===== src/rtl/pipe_pkg.sv =====
// Shared pipeline constants and the ID/RF stall FSM state encoding.
// Used by id_rf_stall_ctrl and by its bench.
package pipe_pkg;

  localparam int OPCODE_W = 4;
  localparam int REG_W    = 3;
  localparam logic [OPCODE_W-1:0] NOP_OPCODE = 4'b1111;
  localparam logic [OPCODE_W-1:0] OP_LW      = 4'b0100;

  // Remaining-bubble counter width; wide enough for LOAD_LAT up to 7.
  localparam int BCNT_W = 3;

  typedef enum logic {
    RUN   = 1'b0,
    STALL = 1'b1
  } state_t;

  // Bubbles still owed after the one inserted on the hazard edge itself.
  function automatic logic [BCNT_W-1:0] stall_cnt_init(input int load_lat);
    return BCNT_W'(load_lat - 1);
  endfunction

endpackage


===== src/rtl/stall_perf_counter.sv =====
// Saturating count of edges on which a bubble was inserted.
// Exists only when STALL_PERF_CNT_EN is defined; otherwise this file is empty.
`ifdef STALL_PERF_CNT_EN
module stall_perf_counter #(
  parameter int CNT_W = 16
) (
  input  logic             clock,
  input  logic             reset,
  input  logic             i_inc,
  output logic [CNT_W-1:0] o_count
);

  logic [CNT_W-1:0] r_count;

  // Cleared only by reset; sticks at all-ones once it gets there.
  always_ff @(posedge clock or posedge reset) begin
    if (reset) begin
      r_count <= '0;
    end else if (i_inc && (r_count != '1)) begin
      r_count <= r_count + 1'b1;
    end
  end

  assign o_count = r_count;

endmodule
`endif


===== src/rtl/id_rf_stall_ctrl.sv =====
// ID->RF pipeline register with load-use stall response and branch flush.
// Optional macro STALL_PERF_CNT_EN adds a saturating stall_count output.
module id_rf_stall_ctrl
  import pipe_pkg::state_t;
  import pipe_pkg::RUN;
  import pipe_pkg::STALL;
  import pipe_pkg::BCNT_W;
  import pipe_pkg::stall_cnt_init;
#(
  parameter int OPCODE_W = pipe_pkg::OPCODE_W,
  parameter int REG_W    = pipe_pkg::REG_W,
  parameter int LOAD_LAT = 1,
  parameter logic [OPCODE_W-1:0] NOP_OPCODE = pipe_pkg::NOP_OPCODE
`ifdef STALL_PERF_CNT_EN
  , parameter int CNT_W = 16
`endif
) (
  input  logic                clock,
  input  logic                reset,
  input  logic                hz_mux_enable,
  input  logic                flush,
  input  logic                if_id_valid,
  input  logic [OPCODE_W-1:0] if_id_opcode,
  input  logic [REG_W-1:0]    if_id_src1,
  input  logic [REG_W-1:0]    if_id_src2,
  input  logic [REG_W-1:0]    if_id_dest,
  output logic                id_rf_valid,
  output logic [OPCODE_W-1:0] id_rf_opcode,
  output logic [REG_W-1:0]    id_rf_src1,
  output logic [REG_W-1:0]    id_rf_src2,
  output logic [REG_W-1:0]    id_rf_dest,
  output logic                pc_enable,
  output logic                if_id_enable,
  output logic                stall_active
`ifdef STALL_PERF_CNT_EN
  , output logic [CNT_W-1:0]  stall_count
`endif
);

  state_t              r_state;
  logic [BCNT_W-1:0]   r_cnt;
  logic                r_valid;
  logic [OPCODE_W-1:0] r_opcode;
  logic [REG_W-1:0]    r_src1;
  logic [REG_W-1:0]    r_src2;
  logic [REG_W-1:0]    r_dest;

  logic w_stall_req;
  logic w_stall_active;

  // A hazard is honoured only from RUN, only for a live IF/ID slot, and
  // never in a flush cycle; STALL keeps bubbling regardless of hz_mux_enable.
  assign w_stall_req    = (r_state == RUN) & ~hz_mux_enable & if_id_valid & ~flush;
  assign w_stall_active = ~reset & (w_stall_req | ((r_state == STALL) & ~flush));

  // Enables are same-cycle: low means upstream must hold PC and IF/ID.
  assign stall_active = w_stall_active;
  assign pc_enable    = ~w_stall_active;
  assign if_id_enable = ~w_stall_active;

  always_ff @(posedge clock or posedge reset) begin
    if (reset) begin
      r_state  <= RUN;
      r_cnt    <= '0;
      r_valid  <= 1'b0;
      r_opcode <= NOP_OPCODE;
      r_src1   <= '0;
      r_src2   <= '0;
      r_dest   <= '0;
    end else if (flush) begin
      r_state  <= RUN;
      r_cnt    <= '0;
      r_valid  <= 1'b0;
      r_opcode <= NOP_OPCODE;
      r_src1   <= '0;
      r_src2   <= '0;
      r_dest   <= '0;
    end else begin
      case (r_state)
        RUN: begin
          if (w_stall_req) begin
            r_valid  <= 1'b0;
            r_opcode <= NOP_OPCODE;
            r_src1   <= '0;
            r_src2   <= '0;
            r_dest   <= '0;
            if (LOAD_LAT > 1) begin
              r_state <= STALL;
              r_cnt   <= stall_cnt_init(LOAD_LAT);
            end
          end else begin
            r_valid  <= if_id_valid;
            r_opcode <= if_id_opcode;
            r_src1   <= if_id_src1;
            r_src2   <= if_id_src2;
            r_dest   <= if_id_dest;
          end
        end
        STALL: begin
          r_valid  <= 1'b0;
          r_opcode <= NOP_OPCODE;
          r_src1   <= '0;
          r_src2   <= '0;
          r_dest   <= '0;
          r_cnt    <= r_cnt - 1'b1;
          if (r_cnt == BCNT_W'(1)) begin
            r_state <= RUN;
          end
        end
        default: begin
          r_state <= RUN;
          r_cnt   <= '0;
        end
      endcase
    end
  end

  assign id_rf_valid  = r_valid;
  assign id_rf_opcode = r_opcode;
  assign id_rf_src1   = r_src1;
  assign id_rf_src2   = r_src2;
  assign id_rf_dest   = r_dest;

`ifdef STALL_PERF_CNT_EN
  stall_perf_counter #(
    .CNT_W(CNT_W)
  ) u_perf (
    .clock   (clock),
    .reset   (reset),
    .i_inc   (w_stall_active),
    .o_count (stall_count)
  );
`endif

endmodule


===== config.mk =====
export PLATFORM = sky130hd
export DESIGN_NAME = id_rf_stall_ctrl
export DESIGN_NICKNAME = d
export VERILOG_FILES = /design/src/rtl/pipe_pkg.sv /design/src/rtl/stall_perf_counter.sv /design/src/rtl/id_rf_stall_ctrl.sv
export SDC_FILE = /design/constraint.sdc
export NUM_CORES = 1
export LEC_CHECK = 0
export ABC_CLOCK_PERIOD_IN_PS = 1350
export BUFFER_PORTS_ARGS = -buffer_cell sky130_fd_sc_hd__buf_2
export CAP_MARGIN = 10
export CORE_AREA = 8 8 51 53
export DETAILED_ROUTE_END_ITERATION = 10
export DIE_AREA = 0 0 59 61
export GPL_ROUTABILITY_DRIVEN = 1
export PLACE_DENSITY = 0.72
export SYNTH_ARGS = -nofsm -noshare
export SYNTH_HDL_FRONTEND = slang
export SYNTH_SLANG_ARGS = --single-unit

===== constraint.sdc =====
create_clock -name clock -period 1.35 [get_ports clock]
set_input_delay 0.0675 -clock clock [delete_from_list [all_inputs] [get_ports clock]]
set_output_delay 0.0675 -clock clock [all_outputs]
set_load 0.02 [all_outputs]

; Word-level counts from Yosys, hierarchy flattened
; Cells that the tools add are included.
[totals]
memories = 0
latch_bits = 0
mem_bits_ro = 0
reg_bits = 18
input_bits = 18
elab_cells = 41
mem_bits_rw = 0
[op_classes]
muxes = 20
n_reduce_logical = 1
bitwise = 11
n_mul = 0
shift = 0
div = 0
add_sub_neg = 1
eq_ne = 1
n_lt_le_gt_ge = 0
[ops]
columns = operator, n
row1 = two-way mux 3 bit, 8
row2 = case mux 3 bit (2 select lines), 3
row3 = two-way mux 4 bit, 2
row4 = case mux 4 bit (2 select lines), 1
row5 = AND 1 bit, 5
row6 = two-way mux 1 bit, 5
row7 = NOT 1 bit, 5
row8 = equality test 3 x 1 -> 1 bit (second input constant), 1
row9 = subtractor 3 x 1 -> 3 bit (second input constant), 1
row10 = case mux 1 bit (2 select lines), 1
row11 = nonzero test 2 bit, 1
row12 = OR 1 bit, 1

; Depth between registers and ports, before layout
[depth]
word_depth = 7
ltp_mapped = 4
mapped_depth_nobuf = 4

; Worst setup path after synthesis
; Ideal clock, no wire load.
[synth_path]
path_kind = reg2out
start = register r_state
end = output port pc_enable
stages_incl_launch_ff = 4
arrival_ns = 1.293
n_path_buf = 2
setup_slack_ns = -0.010
cell_sequence = dfrtp_1 buf_6 o21ai_0 buf_4
[synth_between]
elab_chain_len = 7
elab_cells_between_ends = 8
[synth_rtl]
columns = item, line_no
row1 = start: declaration, id_rf_stall_ctrl.sv:40  ; state_t r_state;
row2 = start signal: assignment, id_rf_stall_ctrl.sv:63  ; r_state <= RUN;
row3 = start signal: assignment, id_rf_stall_ctrl.sv:71  ; r_state <= RUN;
row4 = start signal: assignment, id_rf_stall_ctrl.sv:88  ; r_state <= STALL;
row5 = NOT 1 bit, n/a
row6 = AND 1 bit (3 in series), id_rf_stall_ctrl.sv:53  ; assign w_stall_req = (r_state == RUN) & ~hz_mux_enable & if_id_valid & ~flush;
row7 = OR 1 bit *, id_rf_stall_ctrl.sv:54  ; assign w_stall_active = ~reset & (w_stall_req | ((r_state == STALL) & ~flush));
row8 = AND 1 bit *, id_rf_stall_ctrl.sv:54
row9 = NOT 1 bit *, n/a
row10 = end: declaration, id_rf_stall_ctrl.sv:32  ; output logic pc_enable,
; Every way passes the cells marked *; elsewhere a longest branch is shown, timed or not.

; Final worst setup path
[layout_path]
start = register r_state
end = output port if_id_enable
[layout_between]
elab_chain_len = 7
elab_cells_between_ends = 8
[layout_rtl]
columns = item, line_no
row1 = NOT 1 bit, n/a
row2 = AND 1 bit (3 in series), id_rf_stall_ctrl.sv:53
row3 = OR 1 bit *, id_rf_stall_ctrl.sv:54
row4 = AND 1 bit *, id_rf_stall_ctrl.sv:54
row5 = NOT 1 bit *, id_rf_stall_ctrl.sv:59  ; assign if_id_enable = ~w_stall_active;
row6 = end: declaration, id_rf_stall_ctrl.sv:33  ; output logic if_id_enable,
; Marked as above.

==> qor.yml <==
outcome: "completed"
io_pins: 35
grt_pass1_wl_mm: 2.55
grt_pass1_vias: 621
cts_buffers: 3
period_needed_ns: 1.29
cp_top_family: "flip-flops"
slew_headroom_pct: 57.3
irDropWorstVdd_mv: 0.435
start_util_pct: 39.3
dieWidth_um: 59
swShare_pct: 23.0
drt_iter0_drc: 8
grt.overflow.total: 0
cp-end-kind: "output port"
synth_warnings: 0
place.gp.congestion: 0.720
cp_slowest_cell: "dfrtp_1"
hold_path.class: "in2reg"
timing.rr.end: "r_cnt[2]"
p_sw_w: 0.000236
path_cells: "o21ai_1, buf_2"
combPwrFrac_pct: 13.7
p_seq_share_pct: 55.4
fin_nets: 118
ys_ff_latch: 18
wl_per_cell_um: 12.9
required_ns: 1.28
setup.worst_path.class: "reg2out"
worst_slack_ns: 0.0559
crit_fanout: 9
min-delay-start: "if_id_src2[1]"
gr-usage-met3_pct: 1.91
yosysSeqAreaShare_pct: 62.9
fmax_mhz: 773
grt.total_usage_pct: 9.58
r2r_cells: 4
fin_tns_setup_ns: 0
syn-num-nets: 76
core_um2: 1840
hold_viol_final: 0
grt_max_degree: 19
cts.path.max_buffers: 2
rows: 16
grtUsageMet2_pct: 17.1
die_y_um: 61
dp_slack_ns: 0.302
p_leak_nw: 0.525
clock-root-buffer: "clkbuf_4"
cts_max_level: 1
worst_slew_pin_slew_ns: 0.639
area_delta_synth_final_pct: 38.0
routed_via_density: 4.42
num_vias: 548
path_clk_slew_ns: 0.10
wirelength_mm: 1.61
r2r-start: "r_cnt[0]"
slew_viol_final: 0
clock-sinks: 18
cts_resized: 0
num_antenna_cells: 0
grt_antenna_before_repair: 0
dp_cells: 113
post-route-period-util_pct: 95.9
portBuffers: 34
first_pass_iters: 4
cp-start-kind: "flop"
crit_buf_inv: 1
clkPwrFrac_pct: 31.0
powerDensity_nw_per_um2: 1030
min_to: "id_rf_src2[1]"
seqCellArea_um2: 455
multiInputGateArea_um2: 223
final.setup_skew_ns: 0.00174
tritoncts: "yes"
clock_latency_ns: 0.28
reg2reg_slack_ns: 0.29
synth.distinct_cells: 21
use_met1_pct: 9.33
syn_inst: 56
syn_area_per_cell_um2: 12.9
maxCapViolCount: 0
detail-route-antenna-nets: 0
rsz0062_at_grt: "false"
drive_gt1_share_pct: 49.5
grt_busiest_layer: "met2"
remaining_drc_errors: 0
setup_violations: 0
hold_path_depth: 2
fin_cells: 124
arrival_ns: 1.23
syn-cell-area_um2: 724
die_area_um2: 3600
crit_cells: 2
cp_slowest_stage_delay_ns: 0.51
intPower_w: 0.000790
fin_total_pwr_w: 0.00103
fillers: 168
## worst register-to-register path, cell delays in order (launching register included)
cell and delay [ns]:
dfrtp_1 0.40, inv_1 0.06, ha_1 0.21, a21bo_2 0.21, a21oi_1 0.10
## synthesized netlist by cell type
cell / number / area (µm²)
a211oi_1: 1 / 7.51
a21bo_2: 1 / 10.0
a21oi_1: 1 / 5.00
and3_1: 6 / 37.5
and3_2: 4 / 30.0
buf_2: 1 / 5.00
buf_4: 1 / 7.51
buf_6: 2 / 22.5
dfrtp_1: 14 / 350
dfstp_2: 4 / 105
ha_1: 2 / 25.0
inv_1: 3 / 11.3
nand2b_1: 1 / 6.26
nand3b_1: 5 / 37.5
nor2_1: 3 / 11.3
nor2_4: 1 / 11.3
nor2b_1: 2 / 12.5
nor3b_1: 1 / 7.51
o21a_1: 1 / 7.51
o21ai_0: 1 / 5.00
xnor2_1: 1 / 8.76
## through the flow
stage                     area (µm²)  util, %  hold slack (ns)
after global placement           893     48.5            0.181
after floorplan                  724        -          0.00315
after CTS                        990     53.7          0.00169
final                           1000     54.3          0.00587
after global routing            1000     54.3          0.00774
after detailed placement         893     48.5            0.197
## cell type report
| cell class | count | share of cell area, % |
|---|---|---|
| inverters | 3 | 1.13 |
| repair buffers | 41 | 24.0 |
| multi-input cells | 31 | 22.3 |
| flip-flops and latches | 18 | 45.6 |
| well taps | 27 | 3.38 |
| clock buffers | 4 | 3.63 |
## state kept, by name (all words and copies together), names as in the netlist
signal / cells
id_rf_dest: 3
id_rf_opcode: 4
id_rf_src1: 3
id_rf_src2: 3
id_rf_valid: 1
r_cnt: 3
r_state: 1
## how the worst max path moves through the flow
stage | from | endpoint
after detailed placement | r_cnt[0] | r_cnt[2]
after CTS | r_state | if_id_enable
after global routing | r_state | if_id_enable
after floorplan | r_state | pc_enable
after global placement | r_cnt[0] | r_cnt[2]
final | r_state | if_id_enable
## timing repair
item                      4_1_cts  5_1_grt
hold endpoints to repair       19        1
hold buffers                    6        1
buffers inserted                0        0
## placed cells by master (no fill, tap or decap), types with 3 or more instances in the layout
cell	count
and3_2	4
dlygate4sd3_1	7
buf_2	34
and3_1	6
dfrtp_1	14
inv_1	3
clkbuf_4	3
dfstp_2	4
nand3b_1	5
nor2_1	3
## kinds of logic after synthesis
family | share of synthesized area [%]
AND/OR/NAND/NOR | 21.2
buffers and inverters | 6.39
XOR/XNOR | 1.21
adder cells (fa/ha/maj) | 3.45
AO/OA/AOI/OAI | 4.84
flip-flops | 62.9
## metal layers
metal  up-vias  part of all wire, %
li1        268                    -
met1       253                   38
met2        23                   52
met3         4                  6.9
met4         0                  2.9
met5         -                    0
## power groups by stage
stage / registers [W] / logic (W) / clock network (W)
2_1_floorplan: 0.000608 / 0.0000446 / 0
3_3_place_gp: 0.000578 / 0.000125 / 0
3_5_place_dp: 0.000579 / 0.000127 / 0
4_1_cts: 0.000569 / 0.000141 / 0.000328
5_1_grt: 0.000571 / 0.000153 / 0.000348
6_report: 0.000568 / 0.000140 / 0.000318
No activity file was read; power rests on OpenSTA's default activity.
